--- src/rtl/i3c_dat_mem_arbiter_if.sv ---
// rtl/i3c_dat_mem_arbiter_if.sv - sw/hw requester ports and DAT RAM port of the arbiter
// slave: arbiter side; master: requesters plus RAM side.
interface i3c_dat_mem_arbiter_if #(
  parameter int AddrWidth = 8,
  parameter int DataWidth = 64
);
  logic                 sw_req;
  logic                 sw_write;
  logic [AddrWidth-1:0] sw_addr;
  logic [DataWidth-1:0] sw_wdata;
  logic [DataWidth-1:0] sw_wmask;
  logic                 sw_gnt;
  logic                 sw_rvalid;
  logic [DataWidth-1:0] sw_rdata;

  logic                 hw_req;
  logic                 hw_lock;
  logic                 hw_write;
  logic [AddrWidth-1:0] hw_addr;
  logic [DataWidth-1:0] hw_wdata;
  logic [DataWidth-1:0] hw_wmask;
  logic                 hw_gnt;
  logic                 hw_rvalid;
  logic [DataWidth-1:0] hw_rdata;

  logic                 mem_req;
  logic                 mem_write;
  logic [AddrWidth-1:0] mem_addr;
  logic [DataWidth-1:0] mem_wdata;
  logic [DataWidth-1:0] mem_wmask;
  logic [DataWidth-1:0] mem_rdata;
  logic                 mem_rvalid;

  modport slave (
    input  sw_req, sw_write, sw_addr, sw_wdata, sw_wmask,
    output sw_gnt, sw_rvalid, sw_rdata,
    input  hw_req, hw_lock, hw_write, hw_addr, hw_wdata, hw_wmask,
    output hw_gnt, hw_rvalid, hw_rdata,
    output mem_req, mem_write, mem_addr, mem_wdata, mem_wmask,
    input  mem_rdata, mem_rvalid
  );

  modport master (
    output sw_req, sw_write, sw_addr, sw_wdata, sw_wmask,
    input  sw_gnt, sw_rvalid, sw_rdata,
    output hw_req, hw_lock, hw_write, hw_addr, hw_wdata, hw_wmask,
    input  hw_gnt, hw_rvalid, hw_rdata,
    input  mem_req, mem_write, mem_addr, mem_wdata, mem_wmask,
    output mem_rdata, mem_rvalid
  );
endinterface

--- src/rtl/i3c_dat_mem_arbiter.sv ---
// rtl/i3c_dat_mem_arbiter.sv - single-port DAT RAM arbiter, hw priority, read-response routing
// Optional sw starvation guard: define I3C_DAT_ARB_STARVE_GUARD_EN.
module i3c_dat_mem_arbiter #(
  parameter int AddrWidth = 8,
  parameter int DataWidth = 64,
  parameter int MaxWait   = 8
) (
  input  logic                   clk_i,
  input  logic                   rst_ni,
  i3c_dat_mem_arbiter_if.slave   bus,
  output logic                   err_o
);

  typedef enum logic [0:0] {ARB, HW_LOCKED} state_e;

  state_e state;
  logic   sw_gnt;
  logic   hw_gnt;
  logic   sw_force;
  logic   tag_valid;
  logic   tag_hw;
  logic   mem_write;
  logic   sw_rvalid;
  logic   hw_rvalid;

`ifdef I3C_DAT_ARB_STARVE_GUARD_EN
  localparam int CntW = $clog2(MaxWait + 1);
  logic [CntW-1:0] wait_cnt;

  assign sw_force = (state == ARB) && (wait_cnt == CntW'(MaxWait));

  always_ff @(posedge clk_i or negedge rst_ni) begin
    if (!rst_ni) begin
      wait_cnt <= '0;
    end else if (sw_gnt || (state == ARB && !bus.sw_req)) begin
      wait_cnt <= '0;
    end else if (state == ARB && wait_cnt != CntW'(MaxWait)) begin
      wait_cnt <= wait_cnt + 1'b1;
    end
  end
`else
  logic unused_max_wait;
  assign unused_max_wait = (MaxWait > 0);
  assign sw_force        = 1'b0;
`endif

  // Grants are gated by reset so every output reads 0 while rst_ni is low.
  always_comb begin
    sw_gnt = 1'b0;
    hw_gnt = 1'b0;
    if (rst_ni) begin
      if (state == HW_LOCKED) begin
        hw_gnt = bus.hw_req;
        sw_gnt = bus.sw_req & ~bus.hw_req & ~bus.hw_lock;
      end else if (sw_force) begin
        sw_gnt = bus.sw_req;
        hw_gnt = bus.hw_req & ~bus.sw_req;
      end else begin
        hw_gnt = bus.hw_req;
        sw_gnt = bus.sw_req & ~bus.hw_req;
      end
    end
  end

  assign bus.sw_gnt = sw_gnt;
  assign bus.hw_gnt = hw_gnt;
  assign mem_write  = hw_gnt ? bus.hw_write : (sw_gnt ? bus.sw_write : 1'b0);

  assign bus.mem_req   = sw_gnt | hw_gnt;
  assign bus.mem_write = mem_write;
  assign bus.mem_addr  = hw_gnt ? bus.hw_addr  : (sw_gnt ? bus.sw_addr  : '0);
  assign bus.mem_wdata = hw_gnt ? bus.hw_wdata : (sw_gnt ? bus.sw_wdata : '0);
  assign bus.mem_wmask = hw_gnt ? bus.hw_wmask : (sw_gnt ? bus.sw_wmask : '0);

  always_ff @(posedge clk_i or negedge rst_ni) begin
    if (!rst_ni) begin
      state     <= ARB;
      tag_valid <= 1'b0;
      tag_hw    <= 1'b0;
      err_o     <= 1'b0;
    end else begin
      case (state)
        ARB:       if (hw_gnt && bus.hw_lock) state <= HW_LOCKED;
        HW_LOCKED: if (!bus.hw_lock) state <= ARB;
        default:   state <= ARB;
      endcase
      // RAM answers exactly one cycle after a read, so the tag only lives one cycle.
      tag_valid <= (sw_gnt | hw_gnt) & ~mem_write;
      tag_hw    <= hw_gnt;
      if (bus.mem_rvalid && !tag_valid) err_o <= 1'b1;
    end
  end

  assign sw_rvalid     = bus.mem_rvalid & tag_valid & ~tag_hw;
  assign hw_rvalid     = bus.mem_rvalid & tag_valid & tag_hw;
  assign bus.sw_rvalid = sw_rvalid;
  assign bus.hw_rvalid = hw_rvalid;
  assign bus.sw_rdata  = sw_rvalid ? bus.mem_rdata : '0;
  assign bus.hw_rdata  = hw_rvalid ? bus.mem_rdata : '0;

endmodule

--- src/flat_wrapper.sv ---
// flat-port wrapper written by rule: the top's interface ports become plain ports
module i3c_dat_mem_arbiter_flat 
#(
  parameter int AddrWidth = 8,
  parameter int DataWidth = 64,
  parameter int MaxWait   = 8
)
  (clk_i, rst_ni, err_o, bus_sw_req, bus_sw_write, bus_sw_addr, bus_sw_wdata, bus_sw_wmask, bus_sw_gnt, bus_sw_rvalid, bus_sw_rdata, bus_hw_req, bus_hw_lock, bus_hw_write, bus_hw_addr, bus_hw_wdata, bus_hw_wmask, bus_hw_gnt, bus_hw_rvalid, bus_hw_rdata, bus_mem_req, bus_mem_write, bus_mem_addr, bus_mem_wdata, bus_mem_wmask, bus_mem_rdata, bus_mem_rvalid);
  i3c_dat_mem_arbiter_if #(.AddrWidth(AddrWidth), .DataWidth(DataWidth)) bus_i ();
  input  logic clk_i;
  input  logic rst_ni;
  output logic err_o;
  input wire logic [$bits(bus_i.sw_req)-1:0] bus_sw_req;
  input wire logic [$bits(bus_i.sw_write)-1:0] bus_sw_write;
  input wire logic [$bits(bus_i.sw_addr)-1:0] bus_sw_addr;
  input wire logic [$bits(bus_i.sw_wdata)-1:0] bus_sw_wdata;
  input wire logic [$bits(bus_i.sw_wmask)-1:0] bus_sw_wmask;
  output wire logic [$bits(bus_i.sw_gnt)-1:0] bus_sw_gnt;
  output wire logic [$bits(bus_i.sw_rvalid)-1:0] bus_sw_rvalid;
  output wire logic [$bits(bus_i.sw_rdata)-1:0] bus_sw_rdata;
  input wire logic [$bits(bus_i.hw_req)-1:0] bus_hw_req;
  input wire logic [$bits(bus_i.hw_lock)-1:0] bus_hw_lock;
  input wire logic [$bits(bus_i.hw_write)-1:0] bus_hw_write;
  input wire logic [$bits(bus_i.hw_addr)-1:0] bus_hw_addr;
  input wire logic [$bits(bus_i.hw_wdata)-1:0] bus_hw_wdata;
  input wire logic [$bits(bus_i.hw_wmask)-1:0] bus_hw_wmask;
  output wire logic [$bits(bus_i.hw_gnt)-1:0] bus_hw_gnt;
  output wire logic [$bits(bus_i.hw_rvalid)-1:0] bus_hw_rvalid;
  output wire logic [$bits(bus_i.hw_rdata)-1:0] bus_hw_rdata;
  output wire logic [$bits(bus_i.mem_req)-1:0] bus_mem_req;
  output wire logic [$bits(bus_i.mem_write)-1:0] bus_mem_write;
  output wire logic [$bits(bus_i.mem_addr)-1:0] bus_mem_addr;
  output wire logic [$bits(bus_i.mem_wdata)-1:0] bus_mem_wdata;
  output wire logic [$bits(bus_i.mem_wmask)-1:0] bus_mem_wmask;
  input wire logic [$bits(bus_i.mem_rdata)-1:0] bus_mem_rdata;
  input wire logic [$bits(bus_i.mem_rvalid)-1:0] bus_mem_rvalid;
  assign bus_i.sw_req = bus_sw_req;
  assign bus_i.sw_write = bus_sw_write;
  assign bus_i.sw_addr = bus_sw_addr;
  assign bus_i.sw_wdata = bus_sw_wdata;
  assign bus_i.sw_wmask = bus_sw_wmask;
  assign bus_sw_gnt = bus_i.sw_gnt;
  assign bus_sw_rvalid = bus_i.sw_rvalid;
  assign bus_sw_rdata = bus_i.sw_rdata;
  assign bus_i.hw_req = bus_hw_req;
  assign bus_i.hw_lock = bus_hw_lock;
  assign bus_i.hw_write = bus_hw_write;
  assign bus_i.hw_addr = bus_hw_addr;
  assign bus_i.hw_wdata = bus_hw_wdata;
  assign bus_i.hw_wmask = bus_hw_wmask;
  assign bus_hw_gnt = bus_i.hw_gnt;
  assign bus_hw_rvalid = bus_i.hw_rvalid;
  assign bus_hw_rdata = bus_i.hw_rdata;
  assign bus_mem_req = bus_i.mem_req;
  assign bus_mem_write = bus_i.mem_write;
  assign bus_mem_addr = bus_i.mem_addr;
  assign bus_mem_wdata = bus_i.mem_wdata;
  assign bus_mem_wmask = bus_i.mem_wmask;
  assign bus_i.mem_rdata = bus_mem_rdata;
  assign bus_i.mem_rvalid = bus_mem_rvalid;
  i3c_dat_mem_arbiter #(.AddrWidth(AddrWidth), .DataWidth(DataWidth), .MaxWait(MaxWait)) u_core (.clk_i(clk_i), .rst_ni(rst_ni), .bus(bus_i), .err_o(err_o));
endmodule
--- config.mk ---
export PLATFORM = sky130hd
export DESIGN_NAME = i3c_dat_mem_arbiter_flat
export DESIGN_NICKNAME = d
export VERILOG_FILES = /design/src/rtl/i3c_dat_mem_arbiter_if.sv /design/src/rtl/i3c_dat_mem_arbiter.sv /design/src/flat_wrapper.sv
export SDC_FILE = /design/constraint.sdc
export NUM_CORES = 1
export LEC_CHECK = 0
export BUFFER_PORTS_ARGS = -buffer_cell sky130_fd_sc_hd__buf_2
export CAP_MARGIN = 20
export CORE_AREA = 3 3 235 237
export DETAILED_ROUTE_END_ITERATION = 6
export DIE_AREA = 0 0 238 240
export SYNTH_ARGS = -nofsm -noshare
export SYNTH_HDL_FRONTEND = slang
export SYNTH_SLANG_ARGS = --single-unit
--- constraint.sdc ---
create_clock -name clk_i -period 1.2 [get_ports clk_i]
set_input_delay 0.18 -clock clk_i [delete_from_list [all_inputs] [get_ports clk_i]]
set_output_delay 0.18 -clock clk_i [all_outputs]
set_load 0.005 [all_outputs]
==> impl_summary.txt <==
----------------------------------------------------
[Routing]
  Number of vias after detailed routing ... 7075
  Routed length per instance ... 21.44 um
  Via-to-Cell Ratio ... 3.866
  Final ANT Viol Nets ... 0
  Routed wire length ... 39230 um
  Number of DRC markers in iteration 0 ... 308
  # DRC ... 0
  Iteration count of the initial detailed-routing pass ... 4

[Global route]
  Global routing usage summed across all routing layers ... 11.96%
  Number of global-route vias before repair ... 6469
  Total overflow reported by the global router ... 0
  First-pass GRT wire length ... 48490 um
  Pin count of the biggest net entering global routing ... 100
  Number of antenna violations at the first check in global routing ... 11

[Synth]
  Top cell type by total area after synthesis ... sky130_fd_sc_hd__a41o_1
  Most frequent cells after synthesis ... sky130_fd_sc_hd__and3_1, sky130_fd_sc_hd__a41o_1, sky130_fd_sc_hd__and2_1
  Yosys synthesis warning count ... 0
  Predominant post-synthesis flop cell ... sky130_fd_sc_hd__dfrtp_1
  Nets in the synthesized netlist ... 856
  Post-synthesis instance area ... 3762 um2
  Flop and latch count out of synthesis ... 4
  Asr flop ratio synth ... 100.0%
  Post-synth cell types ... 23
  Mean cell area of the mapped netlist ... 7.348 um2
  Number of enable-type register cells in the synthesized netlist ... 0
  Seq/Total Area, Yosys ... 2.660%
  Number of instances in the synthesized netlist ... 512
  Leading cell type by number of instances after synthesis ... sky130_fd_sc_hd__and3_1
  Synth area leaders ... sky130_fd_sc_hd__a41o_1, sky130_fd_sc_hd__and3_1, sky130_fd_sc_hd__and2_1
  Fraction of post-synthesis cell area in the top cell type by area ... 36.45%

[Critical path]
  Category of the worst setup path capture point ... primary output
  Start of the worst register-to-register path ... u_core.state$_DFF_PN0_
  Reg-to-reg setup timing slack ... 0.28 ns
  Cells on worst reg2reg path ... 3
  Required time at the worst-slack endpoint ... 1.02 ns
  Startpoint kind of the worst setup timing path ... register
  Critical R2R Capture ... u_core.tag_valid$_DFF_PN0_
  Worst setup path class ... register to primary output
  Critical path peak fanout ... 10
  CP arrival ... 1.58 ns

[STA]
  Transition at the pin with the smallest max-transition slack ... 0.4026 ns
  Final count of pins violating max slew ... 0
  Slew headroom ... 73.16%
  Final-report hold violation count ... 0
  Clock period minus final worst setup slack ... 1.762 ns
  Achievable frequency ... 567.7 MHz
  Unrepaired setup endpoints after global routing ... true
  Setup WS post-layout ... -0.5616 ns
  Worst-case clock skew ... 0.006382 ns
  Setup violators final ... 269
  Part of the cycle the worst path needs ... 146.8%
  Smallest hold slack ... 0.05713 ns

[Worst hold path]
  HP Class ... input port to async pin

[Final layout]
  Area taken by multi-input logic gates ... 3348 um2
  Share of layout cells above drive strength 1 ... 70.33%
  Post-layout instance count excluding filler cells ... 1830
  Fillers ... 6025
  Reg area ... 100.1 um2
  Layout Area Growth over Synthesis ... 147.9%
  Nets ... 1475

[Power and ir drop]
  P_leak ... 6.219 nW
  Worst ir drop on vdd ... 0.0003715 V
  Overall power consumption ... 3.307 mW
  Power per standard cell area ... 354.5 nW/um2

[Clock tree]
  Number of buffers inserted during clock tree synthesis ... 3
  Root Driver ... sky130_fd_sc_hd__clkbuf_16
  Clock edge transition at the registers on the reported setup and hold paths ... 0.04 ns
  Clock tree from TritonCTS ... done
  Max Root-Sink Buffers ... 2
  Cts hold-fix bufs ... 0
  Number of levels the H-tree was split into ... 1
  Clk_lat worst skew ... 0.23 ns
  Sink Count ... 4

[Floorplan]
  Die Area ... 57120 um2
  Die span in y ... 240 um
  Core Footprint ... 53500 um2
  Die X-Extent ... 238 um
  Starting utilization of the core area ... 7.033%
  Top-level port count ... 615
  Std cell rows ... 85

[Status]
  Violated checks ... setup timing
  Result of the run ... finished, violations left

[Run]
  Max-cap violations ... 0

[Placed design]
  Count of buffers inserted at the top-level ports ... 614
  Routability-driven placement congestion ratio ... 0.8046
  Estimated wirelength of the detail-placed design ... 29970 um
  Placed cell count ... 1786

----------------------------------------------------
-- cells in the final DEF (no fill, tap or decap) --
cell and n:
sky130_fd_sc_hd__and2_4 80, sky130_fd_sc_hd__a22o_1 1, sky130_fd_sc_hd__and3_4 1, sky130_fd_sc_hd__nor4bb_1 1, sky130_fd_sc_hd__clkbuf_16 6, sky130_fd_sc_hd__buf_6 89, sky130_fd_sc_hd__a41o_1 137, sky130_fd_sc_hd__inv_4 1
sky130_fd_sc_hd__inv_1 3, sky130_fd_sc_hd__dfrtp_1 4, sky130_fd_sc_hd__a21oi_2 1, sky130_fd_sc_hd__diode_2 5, sky130_fd_sc_hd__a21bo_4 1, sky130_fd_sc_hd__buf_8 1, sky130_fd_sc_hd__buf_16 12, sky130_fd_sc_hd__nand2_1 1
sky130_fd_sc_hd__nor3_2 1, sky130_fd_sc_hd__a21o_1 1, sky130_fd_sc_hd__and3_1 137, sky130_fd_sc_hd__buf_4 37, sky130_fd_sc_hd__and2_1 49, sky130_fd_sc_hd__buf_12 26, sky130_fd_sc_hd__a21boi_4 1, sky130_fd_sc_hd__and3b_2 1
sky130_fd_sc_hd__o21a_1 1, sky130_fd_sc_hd__buf_2 536
-- through the flow --
stage / util, % / area [um2] / setup TNS [ns] / worst slack [ns]
6_report: 17.44 / 9328 / -122.74 / -0.5616
5_1_grt: 17.42 / 9318 / -140.70 / -0.5981
4_1_cts: 17.14 / 9169 / -135.05 / -0.5725
3_5_place_dp: 14.59 / 7804 / -47.73 / -0.3683
3_3_place_gp: 14.59 / 7804 / -42.24 / -0.3340
2_1_floorplan: - / 3779 / -1.816 / -0.02603
-- area by class of cell --
cell class | instances | share of cell area (%)
Sequential cell | 4 | 1.073
Multi-Input combinational cell | 414 | 35.90
Inverter | 4 | 0.1878
Antenna cell | 5 | 0.1341
Clock buffer | 3 | 0.8048
Tap cell | 696 | 9.336
Timing Repair Buffer | 704 | 52.57
-- report_power, final --
group	switching, mW	leakage, nW	internal [mW]
clock	0.108	0.0370	0.427
combinational	1.22	6.13	1.40
sequential	0.00428	0.0480	0.142
-- cell families after synthesis --
group | Yosys count | synth area share [%]
AND/OR/NAND/NOR | 271 | 45.13
AO/OA/AOI/OAI | 143 | 37.78
buffers and inverters | 94 | 14.43
flip-flops | 4 | 2.661
-- critical path, stage by stage, from the launching register on --
cell and delay [ns]:
sky130_fd_sc_hd__dfrtp_1 0.39, sky130_fd_sc_hd__a21boi_4 0.20, sky130_fd_sc_hd__buf_6 0.17, sky130_fd_sc_hd__buf_12 0.16, sky130_fd_sc_hd__a41o_1 0.27, sky130_fd_sc_hd__buf_2 0.15
-- timing repair --
item,CTS,global route
pin swaps,38,35
setup buffers,19,3
endpoints found under the setup margin,270,270
gates cloned,18,4
resized for setup,165,60
-- sequential cells by signal (all words and copies together) (netlist names) --
name              cells
u_core.err_o          1
u_core.state          1
u_core.tag_hw         1
u_core.tag_valid      1
-- worst max-delay path by stage --
stage                   endpoint  slack, ns  depth (start not counted)                        from
2_1_floorplan    bus_mem_addr[0]      -0.03                          4      u_core.state$_DFF_PN0_
5_1_grt        bus_mem_wmask[31]      -0.60                          6      u_core.state$_DFF_PN0_
3_3_place_gp     bus_mem_addr[5]      -0.33                          5      u_core.state$_DFF_PN0_
6_report       bus_mem_wmask[37]      -0.56                          5      u_core.state$_DFF_PN0_
3_5_place_dp     bus_mem_addr[5]      -0.37                          5      u_core.state$_DFF_PN0_
4_1_cts         bus_sw_rdata[44]      -0.57                          6  u_core.tag_valid$_DFF_PN0_
-- routing by layer --
layer | vias to the layer above | global-route usage [%] | share of wire (%)
met5 | - | 0 | 0.033
met4 | 2 | 3.518 | 3.0
met3 | 53 | 1.491 | 7.1
met2 | 473 | 22.87 | 52
met1 | 3280 | 13.89 | 38
li1 | 3267 | - | -
No activity file was read; power rests on OpenSTA's default activity.
